<file path="config.mk">
export PLATFORM = sky130hd
export DESIGN_NAME = vrf_bank_read_arbiter_flat
export DESIGN_NICKNAME = d
export VERILOG_FILES = /design/src/rtl/vrf_bank_read_arbiter_pkg.sv /design/src/rtl/vrf_bank_read_arbiter_if.sv /design/src/rtl/vrf_bank_read_arbiter_rr_arbiter_onehot.sv /design/src/rtl/vrf_bank_read_arbiter.sv /design/src/flat_wrapper.sv
export SDC_FILE = /design/constraint.sdc
export NUM_CORES = 1
export LEC_CHECK = 0
export CAP_MARGIN = 40
export CORE_UTILIZATION = 40
export DETAILED_ROUTE_END_ITERATION = 16
export PLACE_DENSITY = 0.69
export SETUP_SLACK_MARGIN = 0.1
export SYNTH_ARGS = -nofsm -noshare
export SYNTH_HDL_FRONTEND = slang
export SYNTH_HIERARCHICAL = 1
export SYNTH_SLANG_ARGS = --single-unit
</file>
<file path="constraint.sdc">
create_clock -name clk -period 6.06 [get_ports clk]
set_clock_uncertainty 0.15 [all_clocks]
set_input_delay 1.212 -clock clk [delete_from_list [all_inputs] [get_ports clk]]
set_output_delay 1.212 -clock clk [all_outputs]
set_load 0.03 [all_outputs]
</file>
<file path="src/rtl/vrf_bank_read_arbiter_pkg.sv">
// Shared constants and index helpers for the VRF bank read path.
// Provides the bank/row split of an architectural register index so that
// the read arbiter and the write-back path decode addresses identically.
//   bank_of(idx) : low BANK_W bits, selects the register bank
//   row_of(idx)  : remaining upper bits, selects the row inside that bank
package vrf_bank_read_arbiter_pkg;

  localparam int NUM_REQ   = 4;
  localparam int REQ_W     = 2;
  localparam int NUM_BANK  = 4;
  localparam int BANK_W    = 2;
  localparam int REG_IDX_W = 10;
  localparam int ROW_W     = REG_IDX_W - BANK_W;  // DEPTH_REGBANK

  typedef logic [REG_IDX_W-1:0] reg_idx_t;
  typedef logic [BANK_W-1:0]    bank_t;
  typedef logic [ROW_W-1:0]     row_t;
  typedef logic [REQ_W-1:0]     ptr_t;

  function automatic bank_t bank_of(input reg_idx_t idx);
    return idx[BANK_W-1:0];
  endfunction

  function automatic row_t row_of(input reg_idx_t idx);
    return idx[REG_IDX_W-1:BANK_W];
  endfunction

endpackage

</file>
<file path="src/rtl/vrf_bank_read_arbiter_if.sv">
// Requester-side read interface of the VRF bank read arbiter.
//   req_valid_i  : per-requester read request
//   req_idx_i    : per-requester register index, slice r = [REG_IDX_W*(r+1)-1 -: REG_IDX_W]
//   req_ready_o  : per-requester grant (request consumed this cycle)
//   resp_valid_o : read data for requester r is on its bank's output this cycle
//   resp_bank_o  : bank whose output requester r must select, slice r = [BANK_W*(r+1)-1 -: BANK_W]
// master = operand collector, slave = arbiter.
interface vrf_bank_read_arbiter_if;
  import vrf_bank_read_arbiter_pkg::*;

  logic [NUM_REQ-1:0]           req_valid_i;
  logic [NUM_REQ*REG_IDX_W-1:0] req_idx_i;
  logic [NUM_REQ-1:0]           req_ready_o;
  logic [NUM_REQ-1:0]           resp_valid_o;
  logic [NUM_REQ*BANK_W-1:0]    resp_bank_o;

  modport master (
    output req_valid_i,
    output req_idx_i,
    input  req_ready_o,
    input  resp_valid_o,
    input  resp_bank_o
  );

  modport slave (
    input  req_valid_i,
    input  req_idx_i,
    output req_ready_o,
    output resp_valid_o,
    output resp_bank_o
  );

endinterface

</file>
<file path="src/rtl/vrf_bank_read_arbiter_rr_arbiter_onehot.sv">
// Combinational round-robin arbiter with an external pointer.
//   req_i : request vector, one bit per requester
//   ptr_i : highest-priority requester this cycle
//   gnt_o : one-hot grant (all zero when nothing requests)
// The scan starts at ptr_i and wraps modulo N.
module rr_arbiter_onehot #(
  parameter int N     = 4,
  parameter int PTR_W = 2
) (
  input  logic [N-1:0]     req_i,
  input  logic [PTR_W-1:0] ptr_i,
  output logic [N-1:0]     gnt_o
);

  logic             found;
  logic [PTR_W-1:0] pos;

  always_comb begin
    gnt_o = '0;
    found = 1'b0;
    pos   = '0;
    for (int i = 0; i < N; i++) begin
      pos = PTR_W'((int'(ptr_i) + i) % N);
      if (!found && req_i[pos]) begin
        gnt_o[pos] = 1'b1;
        found      = 1'b1;
      end
    end
  end

endmodule

</file>
<file path="src/rtl/vrf_bank_read_arbiter.sv">
// Read arbiter for the banked vector register file.
// Each requester's index is split into bank/row; each bank grants at most one
// requester per cycle with its own round-robin pointer. Winners drive the bank
// read enable/row, and a registered response strobe plus bank select follow one
// cycle later, aligned with the bank SRAM read data.
// Ports:
//   clk, rst_n    : clock, asynchronous active-low reset
//   rd            : requester interface (slave side)
//   flush_i       : suppress all grants this cycle, kill the next-cycle responses
//   wb_wen_i      : write-back active this cycle
//   wb_idx_i      : write-back register index
//   bank_rsren_o  : per-bank read enable
//   bank_rsidx_o  : per-bank read row, slice b = [ROW_W*(b+1)-1 -: ROW_W]
module vrf_bank_read_arbiter
  import vrf_bank_read_arbiter_pkg::*;
(
  input  logic                      clk,
  input  logic                      rst_n,
  vrf_bank_read_arbiter_if.slave    rd,
  input  logic                      flush_i,
  input  logic                      wb_wen_i,
  input  logic [REG_IDX_W-1:0]      wb_idx_i,
  output logic [NUM_BANK-1:0]       bank_rsren_o,
  output logic [NUM_BANK*ROW_W-1:0] bank_rsidx_o
);

  reg_idx_t            req_idx  [NUM_REQ];
  bank_t               req_bank [NUM_REQ];
  row_t                req_row  [NUM_REQ];
  logic [NUM_REQ-1:0]  elig     [NUM_BANK];
  logic [NUM_REQ-1:0]  gnt      [NUM_BANK];
  ptr_t                ptr_q    [NUM_BANK];
  logic [NUM_REQ-1:0]  ready;
  logic [NUM_REQ-1:0]  resp_valid_q;
  logic [NUM_REQ*BANK_W-1:0] resp_bank_q;

  bank_t wb_bank;
  row_t  wb_row;

  assign wb_bank = bank_of(wb_idx_i);
  assign wb_row  = row_of(wb_idx_i);

  for (genvar r = 0; r < NUM_REQ; r++) begin : g_req
    assign req_idx[r]  = rd.req_idx_i[REG_IDX_W*(r+1)-1 -: REG_IDX_W];
    assign req_bank[r] = bank_of(req_idx[r]);
    assign req_row[r]  = row_of(req_idx[r]);
    // A requester only ever competes on its own bank, so its grant is read there.
    assign ready[r]    = gnt[req_bank[r]][r];

    always_ff @(posedge clk or negedge rst_n) begin
      if (!rst_n) begin
        resp_valid_q[r]                       <= 1'b0;
        resp_bank_q[BANK_W*(r+1)-1 -: BANK_W] <= '0;
      end else begin
        resp_valid_q[r] <= ready[r] && !flush_i;
        if (ready[r]) begin
          resp_bank_q[BANK_W*(r+1)-1 -: BANK_W] <= req_bank[r];
        end
      end
    end
  end

  for (genvar b = 0; b < NUM_BANK; b++) begin : g_bank
    for (genvar r = 0; r < NUM_REQ; r++) begin : g_elig
      // Reading the row being written this cycle would return stale data,
      // so that requester sits out and retries; its pointer slot is untouched.
      logic hazard;
      assign hazard = wb_wen_i && (wb_bank == bank_t'(b)) && (wb_row == req_row[r]);
      // rst_n gating keeps every grant-side output low while reset is held.
      assign elig[b][r] = rst_n && !flush_i && rd.req_valid_i[r]
                          && (req_bank[r] == bank_t'(b)) && !hazard;
    end

    rr_arbiter_onehot #(
      .N     (NUM_REQ),
      .PTR_W (REQ_W)
    ) u_arb (
      .req_i (elig[b]),
      .ptr_i (ptr_q[b]),
      .gnt_o (gnt[b])
    );

    assign bank_rsren_o[b] = |gnt[b];

    row_t win_row;
    always_comb begin
      win_row = '0;
      for (int r = 0; r < NUM_REQ; r++) begin
        if (gnt[b][r]) win_row = req_row[r];
      end
    end
    assign bank_rsidx_o[ROW_W*(b+1)-1 -: ROW_W] = win_row;

    always_ff @(posedge clk or negedge rst_n) begin
      if (!rst_n) begin
        ptr_q[b] <= '0;
      end else begin
        for (int r = 0; r < NUM_REQ; r++) begin
          if (gnt[b][r]) ptr_q[b] <= REQ_W'((r + 1) % NUM_REQ);
        end
      end
    end
  end

  assign rd.req_ready_o  = ready;
  assign rd.resp_valid_o = resp_valid_q;
  assign rd.resp_bank_o  = resp_bank_q;

endmodule

</file>
<file path="src/flat_wrapper.sv">
// flat-port wrapper written by rule: the top's interface ports become plain ports
module vrf_bank_read_arbiter_flat import vrf_bank_read_arbiter_pkg::*;
  (clk, rst_n, flush_i, wb_wen_i, wb_idx_i, bank_rsren_o, bank_rsidx_o, rd_req_valid_i, rd_req_idx_i, rd_req_ready_o, rd_resp_valid_o, rd_resp_bank_o);
  vrf_bank_read_arbiter_if rd_i ();
  input  logic clk;
  input  logic rst_n;
  input  logic flush_i;
  input  logic wb_wen_i;
  input  logic [REG_IDX_W-1:0] wb_idx_i;
  output logic [NUM_BANK-1:0] bank_rsren_o;
  output logic [NUM_BANK*ROW_W-1:0] bank_rsidx_o;
  input wire logic [$bits(rd_i.req_valid_i)-1:0] rd_req_valid_i;
  input wire logic [$bits(rd_i.req_idx_i)-1:0] rd_req_idx_i;
  output wire logic [$bits(rd_i.req_ready_o)-1:0] rd_req_ready_o;
  output wire logic [$bits(rd_i.resp_valid_o)-1:0] rd_resp_valid_o;
  output wire logic [$bits(rd_i.resp_bank_o)-1:0] rd_resp_bank_o;
  assign rd_i.req_valid_i = rd_req_valid_i;
  assign rd_i.req_idx_i = rd_req_idx_i;
  assign rd_req_ready_o = rd_i.req_ready_o;
  assign rd_resp_valid_o = rd_i.resp_valid_o;
  assign rd_resp_bank_o = rd_i.resp_bank_o;
  vrf_bank_read_arbiter u_core (.clk(clk), .rst_n(rst_n), .rd(rd_i), .flush_i(flush_i), .wb_wen_i(wb_wen_i), .wb_idx_i(wb_idx_i), .bank_rsren_o(bank_rsren_o), .bank_rsidx_o(bank_rsidx_o));
endmodule
</file>
==> metrics, run 1 <==
run status=completed; layout cells sized above 1=0.446; Fillers=717; Mapped Area=approximately 0.0038 mm^2; Post-synth EDFFs=0; Max Cap Violations=0; initial antenna violation count=0; CTS Hold Bufs=0; #FFs+latches synth=20; drt first pass iters=7; Synth warnings=6; Final Setup Violations=0; first-pass GRT wire length=25,200 um; Final Hold Viols=0; Rows=35; area growth from synthesis to layout=72.4%; max-slew violations=0; commonest non-fill, non-tap cell in the layout=buf_4; post-route minimum period=6040 ps; DIE WIDTH=99.1 um; Ports=110; cells on worst reg2reg path=12; final period utilization=0.997; slew margin rel.=0.700; Synth Instances=455; Synthesized Nets=537; Non-Filler Instances=~800; total clock sinks=20; Critical Path RT=roughly 4700 ps; Avg Synthesized Cell Area=8.29 um^2; Clk Latency, worst-skew pair=260 ps; sequential-to-total area share from yosys stat=0.133; DR DRC count=0; flop-to-flop setup slack=2430 ps; fmax=165 MHz; die area=0.00983 mm^2; Max Root-Sink Buffers=2; H-tree depth=1; CP arrival=about 4700 ps; largest net degree at the start of global routing=21; vias in the first global route=4,873; IO buf count=109; CTS clk-pin slew, worst paths=~80 ps; Routed Wire Length=17,000 um; Final GP Congestion=about 1.0; number of distinct library cells after synthesis=42; CTS Buf Count=3; Hold Path Sink=u_core/rd.resp_bank_o[6]$_DFFE_PN0P_; worst setup path class=in -> out; Starting Density=0.410; PD cells=280 mW/mm^2; hold depth=1; gr ovfl total=0; Async SR Flop Fraction=1.00; CORE AREA=slightly above 0.009 mm^2; power consumption=between 1.5 and 2 mW; Via Count=4,873; VDD IR max=0.000227 V; commonest non-fill, non-tap cells in the layout=buf_4 (154), nand2_1 (66), nor2_1 (36); Hold Path Class=reg -> reg; CTS tree=yes; Setup crit end kind=output port; critical path startpoint category=primary input; layout net count=between 700 and 800; unrepaired setup endpoints after global routing=true; root buffer cell=clkbuf_8; gr usage total=0.333; predominant post-synthesis flop cell=dfrtp_1; Post-DRT Antenna Nets=0; Inserted Diodes=0; Reg-to-Reg End=u_core/rd.resp_bank_o[2]$_DFFE_PN0P_; Placed Instances=764; worst r2r src=u_core/ptr_q[2]$_DFFE_PN0P_; DR WL/cell=21.2 um; Post-DP HPWL=about 13,000 um; Die H=99.1 um; DRT iter0 DRCs=257; Lkg Pwr=between 2 and 3 nW; slew at the pin with the worst max-slew slack=~450 ps; Hold Path Origin=u_core/rd.resp_bank_o[6]$_DFFE_PN0P_; crit-path max FO=7; Via density=about 6.1
-- worst max path at each step --
stage | from | to | slack, ps | cells past startpoint
detailed placement | wb_idx_i[5] | bank_rsidx_o[31] | -690 | 14
global route | rd_req_idx_i[35] | bank_rsidx_o[30] | -50 | 15
floorplan | rd_req_idx_i[38] | bank_rsidx_o[1] | 190 | 10
global placement | wb_idx_i[5] | bank_rsidx_o[31] | -730 | 14
CTS | rd_req_idx_i[36] | bank_rsidx_o[17] | 100 | 15
finish | rd_req_idx_i[37] | rd_req_ready_o[1] | 20 | 16
-- sequential cells by signal, indices dropped and copies added (netlist names) --
signal / flops
u_core/ptr_q: 8
u_core/rd.resp_bank_o: 8
u_core/rd.resp_valid_o: 4
-- area by class of cell --
cell class	count	area, um^2	share of cell area
clock buffers	3	41.3	0.00635
well taps	111	139	0.0214
flip-flops and latches	20	500	0.0769
inverters	24	92.6	0.0142
repair buffers	254	2160	0.333
multi-input cells	389	3570	0.548
-- layer usage --
| layer | global-route usage | vias up | wire length [um] |
|---|---|---|---|
| met3 | 0.0415 | 72 | 1330 |
| li1 | - | 2209 | - |
| met4 | 0.206 | 0 | 1190 |
| met2 | 0.580 | 307 | 8150 |
| met1 | 0.392 | 2285 | 6330 |
| met5 | 0 | - | 0 |
-- repair_timing --
item                                    in CTS  in global routing
setup buffers                               18                 15
pin swaps                                   31                 35
gates resized for setup                    117                107
endpoints found under the setup margin      40                 37
gates cloned                                 1                  0
endpoints found under the hold margin        0                  0
-- synthesized netlist by cell type, types with 3 or more instances --
cell	instances	area share
clkbuf_1	14	0.014
nand2_1	66	0.066
a311oi_1	21	0.049
nor4b_4	4	0.025
buf_2	5	0.0066
a21o_1	7	0.014
o211ai_1	4	0.0080
nor2_1	37	0.037
a22o_1	3	0.0070
dfrtp_1	20	0.13
a21oi_1	14	0.019
a221oi_1	25	0.058
a21o_2	4	0.0093
xor2_1	32	0.074
nand3_1	3	0.0040
a221o_1	12	0.032
mux2_2	6	0.018
o21bai_1	4	0.0080
o21ai_0	12	0.016
inv_1	20	0.020
nor3b_2	3	0.0099
ha_1	24	0.080
mux4_2	13	0.078
nand3b_1	11	0.022
clkinv_1	4	0.0040
nor2b_1	20	0.033
mux2i_1	4	0.011
nor4_1	8	0.013
o31ai_1	25	0.050
mux4_1	5	0.035
nand2b_1	4	0.0066
and2b_1	6	0.012
-- kinds of logic (layout without fill, tap and decap cells) --
kind of cell             after synthesis  count (layout)  share of synthesized area
AO/OA/AOI/OAI                        135             136                      0.276
XOR/XNOR                              32              32                     0.0743
adder cells (fa/ha/maj)               24              24                     0.0796
buffers and inverters                 47             281                     0.0524
flip-flops                            20              20                      0.133
multiplexers                          30              30                      0.148
AND/OR/NAND/NOR                      167             167                      0.238
-- metrics by stage --
| step | cell area (um^2) | hold slack (ps) | util | TNS [ps] | setup slack (ps) |
|---|---|---|---|---|---|
| final | 6500 | 353 | 0.707 | 0 | 17.1 |
| after global routing | 6500 | 373 | 0.707 | -136 | -45.8 |
| after CTS | 6150 | 356 | 0.669 | 0 | 100 |
| after detailed placement | 5710 | 338 | 0.621 | -16020 | -686 |
| after global placement | 5710 | 338 | 0.621 | -15850 | -729 |
| after floorplan | 3770 | 471 | - | 0 | 192 |
-- power by group --
part           leakage [nW]  total (mW)  switching (mW)  internal (mW)
registers             0.249       0.287          0.0981          0.189
logic                  2.66        1.44           0.791          0.653
clock network        0.0216      0.0915          0.0471         0.0444
-- critical path: stages --
cell	delay (ps)
dlygate4sd2_1	250
xor2_1	290
nor4_2	90
buf_4	160
buf_6	130
a311oi_4	410
mux4_2	390
buf_6	110
buf_4	110
nor3b_4	40
buf_4	140
a221o_2	440
buf_6	160
buf_4	130
mux4_2	480
buf_6	160
Power figures use the tool's default switching activity.
==> inputs of run 2 (changes only) <==
Settings changed: ABC_CLOCK_PERIOD_IN_PS from default to 6060, CTS_BUF_LIST from default to sky130_fd_sc_hd__clkbuf_2.
==> metrics, run 2 (same netlist as run 1, synthesis figures left out) <==
layout net count=765 (-1.2%); Rows=35 (unchanged); Post-DP HPWL=12,700 um (unchanged); Hold Path Class=reg -> reg; Non-Filler Instances=792 (-1.1%); Final Hold Slack=376 ps (+23.3 ps); Placed Instances=764 (unchanged); total clock sinks=20 (unchanged); initial antenna violation count=0 (unchanged); Setup crit end kind=output port; worst path bufs/invs=7 (-2); largest net degree at the start of global routing=21 (unchanged); Final GP Congestion=0.998 (unchanged); max-slew violations=0 (unchanged); final worst slack=108 ps (+90.5 ps); slowest CP cell=mux4_2; DR WL/cell=22.1 um (+4.3%); Via density=6.21 (+2.1%); commonest non-fill, non-tap cells in the layout=buf_4 (142), nand2_1 (63), nor2_1 (36); DR DRC count=0 (unchanged); Ports=110 (unchanged); layout cells sized above 1=0.439 (-0.00732); Routed Wire Length=17,500 um (+3.1%); CTS tree=yes; slew at the pin with the worst max-slew slack=416 ps (-33.3 ps); flop-to-flop setup slack=2470 ps (+40 ps); Final Hold Viols=0 (unchanged); slowest stage delay, CP=610 ps (+130 ps); final period utilization=0.982 (-0.0149); drt first pass iters=7 (unchanged); run status=completed; CTS Hold Bufs=0 (unchanged); CORE AREA=0.00920 mm^2 (unchanged); Comb pwr share=0.806 (+0.014); Inserted Diodes=0 (unchanged); Hold Path Sink=u_core/rd.resp_bank_o[6]$_DFFE_PN0P_; Max Cap Violations=0 (unchanged); first-pass GRT wire length=25,100 um (-0.69%); internal power=840 uW (-5.2%); area growth from synthesis to layout=70.9%; slew margin rel.=0.722 (+0.0222); unrepaired setup endpoints after global routing=true; most used cell, CP=buf_6; Fillers=740 (+3.2%); Net Switching=945 uW (+0.93%); Clk Latency, worst-skew pair=340 ps (+80 ps); gr ovfl total=0 (unchanged); gr usage total=0.330 (-0.00366); hold depth=1 (unchanged); fmax=168 MHz (+1.5%); critical path startpoint category=primary input; Die H=99.1 um (unchanged); Hold Path Origin=u_core/rd.resp_bank_o[6]$_DFFE_PN0P_; H-tree depth=1 (unchanged); Worst path depth=16 (unchanged); crit-path max FO=6 (-1); Via Count=4,919 (+0.94%); DRT iter0 DRCs=333 (+30%); commonest non-fill, non-tap cell in the layout=buf_4; CTS clk-pin slew, worst paths=200 ps (+120 ps); Starting Density=0.410 (unchanged); DIE WIDTH=99.1 um (unchanged); cells on worst reg2reg path=12 (unchanged); Sequential Power Share=0.162 (+0.004); Clk pwr share=0.033 (-0.017); VDD IR max=0.000222 V (-2.4%); Reg-to-Reg End=u_core/rd.resp_bank_o[2]$_DFFE_PN0P_; Final Setup Violations=0 (unchanged); CTS Buf Count=3 (unchanged); post-route minimum period=5950 ps (-90.5 ps); Critical Path RT=4700 ps (about the same); Post-DRT Antenna Nets=0 (unchanged); power consumption=1.79 mW (-2.0%); Lkg Pwr=2.91 nW (-0.62%); Max Root-Sink Buffers=2 (unchanged); switching power share of the total=0.529 (+0.0156); pre-CTS setup slack=-686 ps (unchanged); worst setup path class=in -> out; CP cell instances=clkbuf_2 > xor2_2 > nor4_4 > buf_4 > buf_6 > a311oi_4 > mux4_2 > buf_6 > nor3b_4 > a221o_1 > buf_6 > buf_6 > nand3b_1 > a311oi_1 > a21o_1 > buf_6; root buffer cell=clkbuf_2; worst r2r src=u_core/ptr_q[0]$_DFFE_PN0P_; critical path's top delay family=buffers and inverters; die area=0.00983 mm^2 (unchanged); PD cells=277 mW/mm^2 (-1.2%); CP arrival=4590 ps (-90 ps); vias in the first global route=4,862 (-0.23%); IO buf count=109 (unchanged)
[run 2: final cells by class]
| class | count | area (um^2) | area share |
|---|---|---|---|
| multi-input combinational | 389 | 3600 | 0.559 |
| clock buffer | 3 | 15.0 | 0.00233 |
| inverter | 24 | 92.6 | 0.0144 |
| timing repair buffer | 245 | 2100 | 0.325 |
| sequential | 20 | 500 | 0.0776 |
| tap | 111 | 139 | 0.0215 |
[run 2: per-stage QoR]
stage	area, um^2	setup TNS [ps]	util
2_1_floorplan	3770	0	-
3_3_place_gp	5710	-15850	0.621
3_5_place_dp	5710	-16020	0.621
4_1_cts	6090	0	0.662
5_1_grt	6450	0	0.701
6_report	6450	0	0.701
[run 2: power groups by stage]
stage | clock [mW] | combinational (mW) | sequential, mW
after floorplan | 0 | 0.737 | 0.323
after global placement | 0 | 1.30 | 0.282
after detailed placement | 0 | 1.31 | 0.288
after CTS | 0.0581 | 1.37 | 0.286
after global routing | 0.0649 | 1.52 | 0.301
final | 0.0587 | 1.44 | 0.289
[run 2: repair_timing]
item	CTS	global route
resized for setup	119	112
pin swaps	27	31
setup endpoints to repair	40	37
setup buffers	14	9
cloned	1	1
[run 2: worst reg2reg max path, cell delays in order, from the launching register on]
cell and delay (ps):
dfrtp_1 630, inv_1 150, ha_1 350, mux4_2 370, a21oi_2 170, a21o_2 100
o211ai_1 140, buf_4 200, buf_4 140, buf_4 140, mux4_2 500, buf_4 170
mux2_4 290
[run 2: how the worst max path moves through the flow]
| stage | startpoint | to | slack, ps |
|---|---|---|---|
| floorplan | rd_req_idx_i[38] | bank_rsidx_o[1] | 190 |
| global placement | wb_idx_i[5] | bank_rsidx_o[31] | -730 |
| detailed placement | wb_idx_i[5] | bank_rsidx_o[31] | -690 |
| CTS | wb_wen_i | bank_rsidx_o[21] | 100 |
| global route | wb_idx_i[5] | bank_rsidx_o[18] | 30 |
| finish | wb_idx_i[5] | bank_rsidx_o[19] | 110 |
[run 2: routing by layer]
| metal | GRT usage | vias to the layer above | part of all wire |
|---|---|---|---|
| met5 | 0 | - | 0 |
| met4 | 0.187 | 0 | 0.058 |
| met3 | 0.0394 | 70 | 0.077 |
| met2 | 0.573 | 303 | 0.49 |
| met1 | 0.396 | 2360 | 0.38 |
| li1 | - | 2186 | - |
==> inputs of run 3 (changes only) <==
Settings changed: CORE_MARGIN from default to 3, CTS_CLUSTER_SIZE from default to 8, PLACE_DENSITY 0.69 to 0.78.
==> metrics, run 3 (same netlist as run 1, synthesis figures left out) <==
DRT iter0 DRCs=453 (+36%); final period utilization=0.999 (+0.0164); area growth from synthesis to layout=70.2%; Max Root-Sink Buffers=2 (unchanged); gr usage total=0.309 (-0.0208); drt first pass iters=6 (-1); max-slew violations=0 (unchanged); IO buf count=109 (unchanged); fin area=0.00642 mm^2 (-0.43%); initial antenna violation count=0 (unchanged); Clk Latency, worst-skew pair=360 ps (+20 ps); Post-DP HPWL=12,900 um (+2.0%); Final Setup Violations=0 (unchanged); Critical Path Source=rd_req_idx_i[8]; Non-Filler Instances=790 (-0.25%); Placed Instances=766 (+0.26%); Placed Area=0.00574 mm^2 (+0.42%); Fillers=634 (-14%); crit-path max FO=5 (-1); layout net count=765 (unchanged); first-pass GRT wire length=25,400 um (+1.5%); Post-DRT Antenna Nets=0 (unchanged); CORE AREA=0.00893 mm^2 (-2.9%); CTS Buf Count=3 (unchanged); Routed Wire Length=18,100 um (+3.3%); worst setup path class=in -> out; CP arrival=4690 ps (+100 ps); slew at the pin with the worst max-slew slack=477 ps (+60.7 ps); CTS Hold Bufs=0 (unchanged); Setup crit end kind=output port; Max Cap Violations=0 (unchanged); Die H=103 um (+4.0%); Hold Path Origin=u_core/rd.resp_bank_o[7]$_DFFE_PN0P_; Starting Density=0.422 (+0.0121); gr ovfl total=0 (unchanged); Final GP Congestion=1.03 (+3.3%); Ports=110 (unchanged); CTS tree=yes; Via density=6.49 (+4.5%); Critical Path RT=4700 ps (about the same); largest net degree at the start of global routing=21 (unchanged); DIE WIDTH=103 um (+4.0%); DR DRC count=0 (unchanged); Rows=34 (-2.9%); Finished Core Util=0.719 (+0.0175); critical path startpoint category=primary input; Final Hold Slack=396 ps (+20.0 ps); vias in the first global route=4,953 (+1.9%); post-route minimum period=6050 ps (+99.3 ps); Inserted Diodes=0 (unchanged); CTS clk-pin slew, worst paths=210 ps (about the same); commonest non-fill, non-tap cells in the layout=buf_4 (142), nand2_1 (65), nor2_1 (36); Via Count=5,128 (+4.2%); PD cells=293 mW/mm^2 (+5.9%); layout cells sized above 1=0.434 (-0.00504); worst r2r src=u_core/ptr_q[0]$_DFFE_PN0P_; slew margin rel.=0.682 (-0.0405); total clock sinks=20 (unchanged); Hold Path Class=reg -> reg; Final Hold Viols=0 (unchanged); fmax=165 MHz (-1.6%); H-tree depth=1 (unchanged); VDD IR max=0.000197 V (-11%); run status=completed; DR WL/cell=22.9 um (+3.6%); die area=0.0106 mm^2 (+8.2%); Lkg Pwr=2.85 nW (-2.2%); commonest non-fill, non-tap cell in the layout=buf_4; root buffer cell=clkbuf_2
## run 3: changes by cell type in the layout (fill, tap and decap cells not counted), sizes merged
cell           delta
a221o             -1
buf               +1
bufinv            +1
clkbuf            +4
clkdlybuf4s50     +3
clkinv            -1
dlygate4sd2       -2
dlymetal6s2s      -5
inv               +1
## run 3: timing repair
action,CTS,global route
gates cloned,2,1
pin swaps,27,38
resized for setup,129,110
setup buffers,11,6
setup endpoints to repair,39,38
hold endpoints to repair,0,0
## run 3: final cells by class
cell class	count	area [um^2]	area share
clock buffers	3	15.0	0.00234
clock inverters	1	30.0	0.00468
inverters	24	93.8	0.0146
multi-input cells	388	3560	0.555
flip-flops and latches	20	500	0.0779
well taps	108	135	0.0210
repair buffers	246	2080	0.325
## run 3: metrics by stage
step	total power, mW	setup TNS (ps)	setup WS (ps)
after floorplan	1.06	0	192
after global placement	1.59	-9420	-542
after detailed placement	1.63	-12680	-666
after CTS	1.78	0	102
after global routing	1.97	-2.52	-2.52
final	1.88	0	8.35
## run 3: path summary, 6_finish.rpt
kind                                                         to  slack (ps)  cells after the start
setup / recovery                               bank_rsidx_o[29]           8                     15
max in group asynchronous           u_core/ptr_q[7]$_DFFE_PN0P_        4850                      2
setup reg to reg           u_core/rd.resp_bank_o[4]$_DFFE_PN0P_        2220                     12
hold reg to reg            u_core/rd.resp_bank_o[7]$_DFFE_PN0P_         400                      1
hold / removal             u_core/rd.resp_bank_o[7]$_DFFE_PN0P_         400                      1
min in group asynchronous   u_core/rd.resp_valid_o[1]$_DFF_PN0_         670                      2
## run 3: routing by layer
metal  vias to the layer above  share of wire  track usage
met2                       361           0.46        0.512
met1                      2476           0.39        0.406
met4                         0          0.047       0.0876
met3                       101           0.10       0.0663
li1                       2190              -            -
met5                         -              0            0
## run 3: power breakdown
group | internal, mW | switching (mW) | total (mW)
clock | 0.0569 | 0.0501 | 0.107
combinational | 0.655 | 0.828 | 1.48
sequential | 0.188 | 0.106 | 0.294
total | 0.899 | 0.984 | 1.88
## run 3: critical path, cell delays in order
cell and delay [ps]:
dlygate4sd2_1 290, xor2_1 190, nor4_1 270, buf_4 210
a31oi_4 100, mux4_2 580, nor2_1 150, nand2_1 130
o211ai_1 390, buf_4 230, buf_4 140, and2b_1 190
a221oi_2 270, o31ai_2 140, buf_4 180
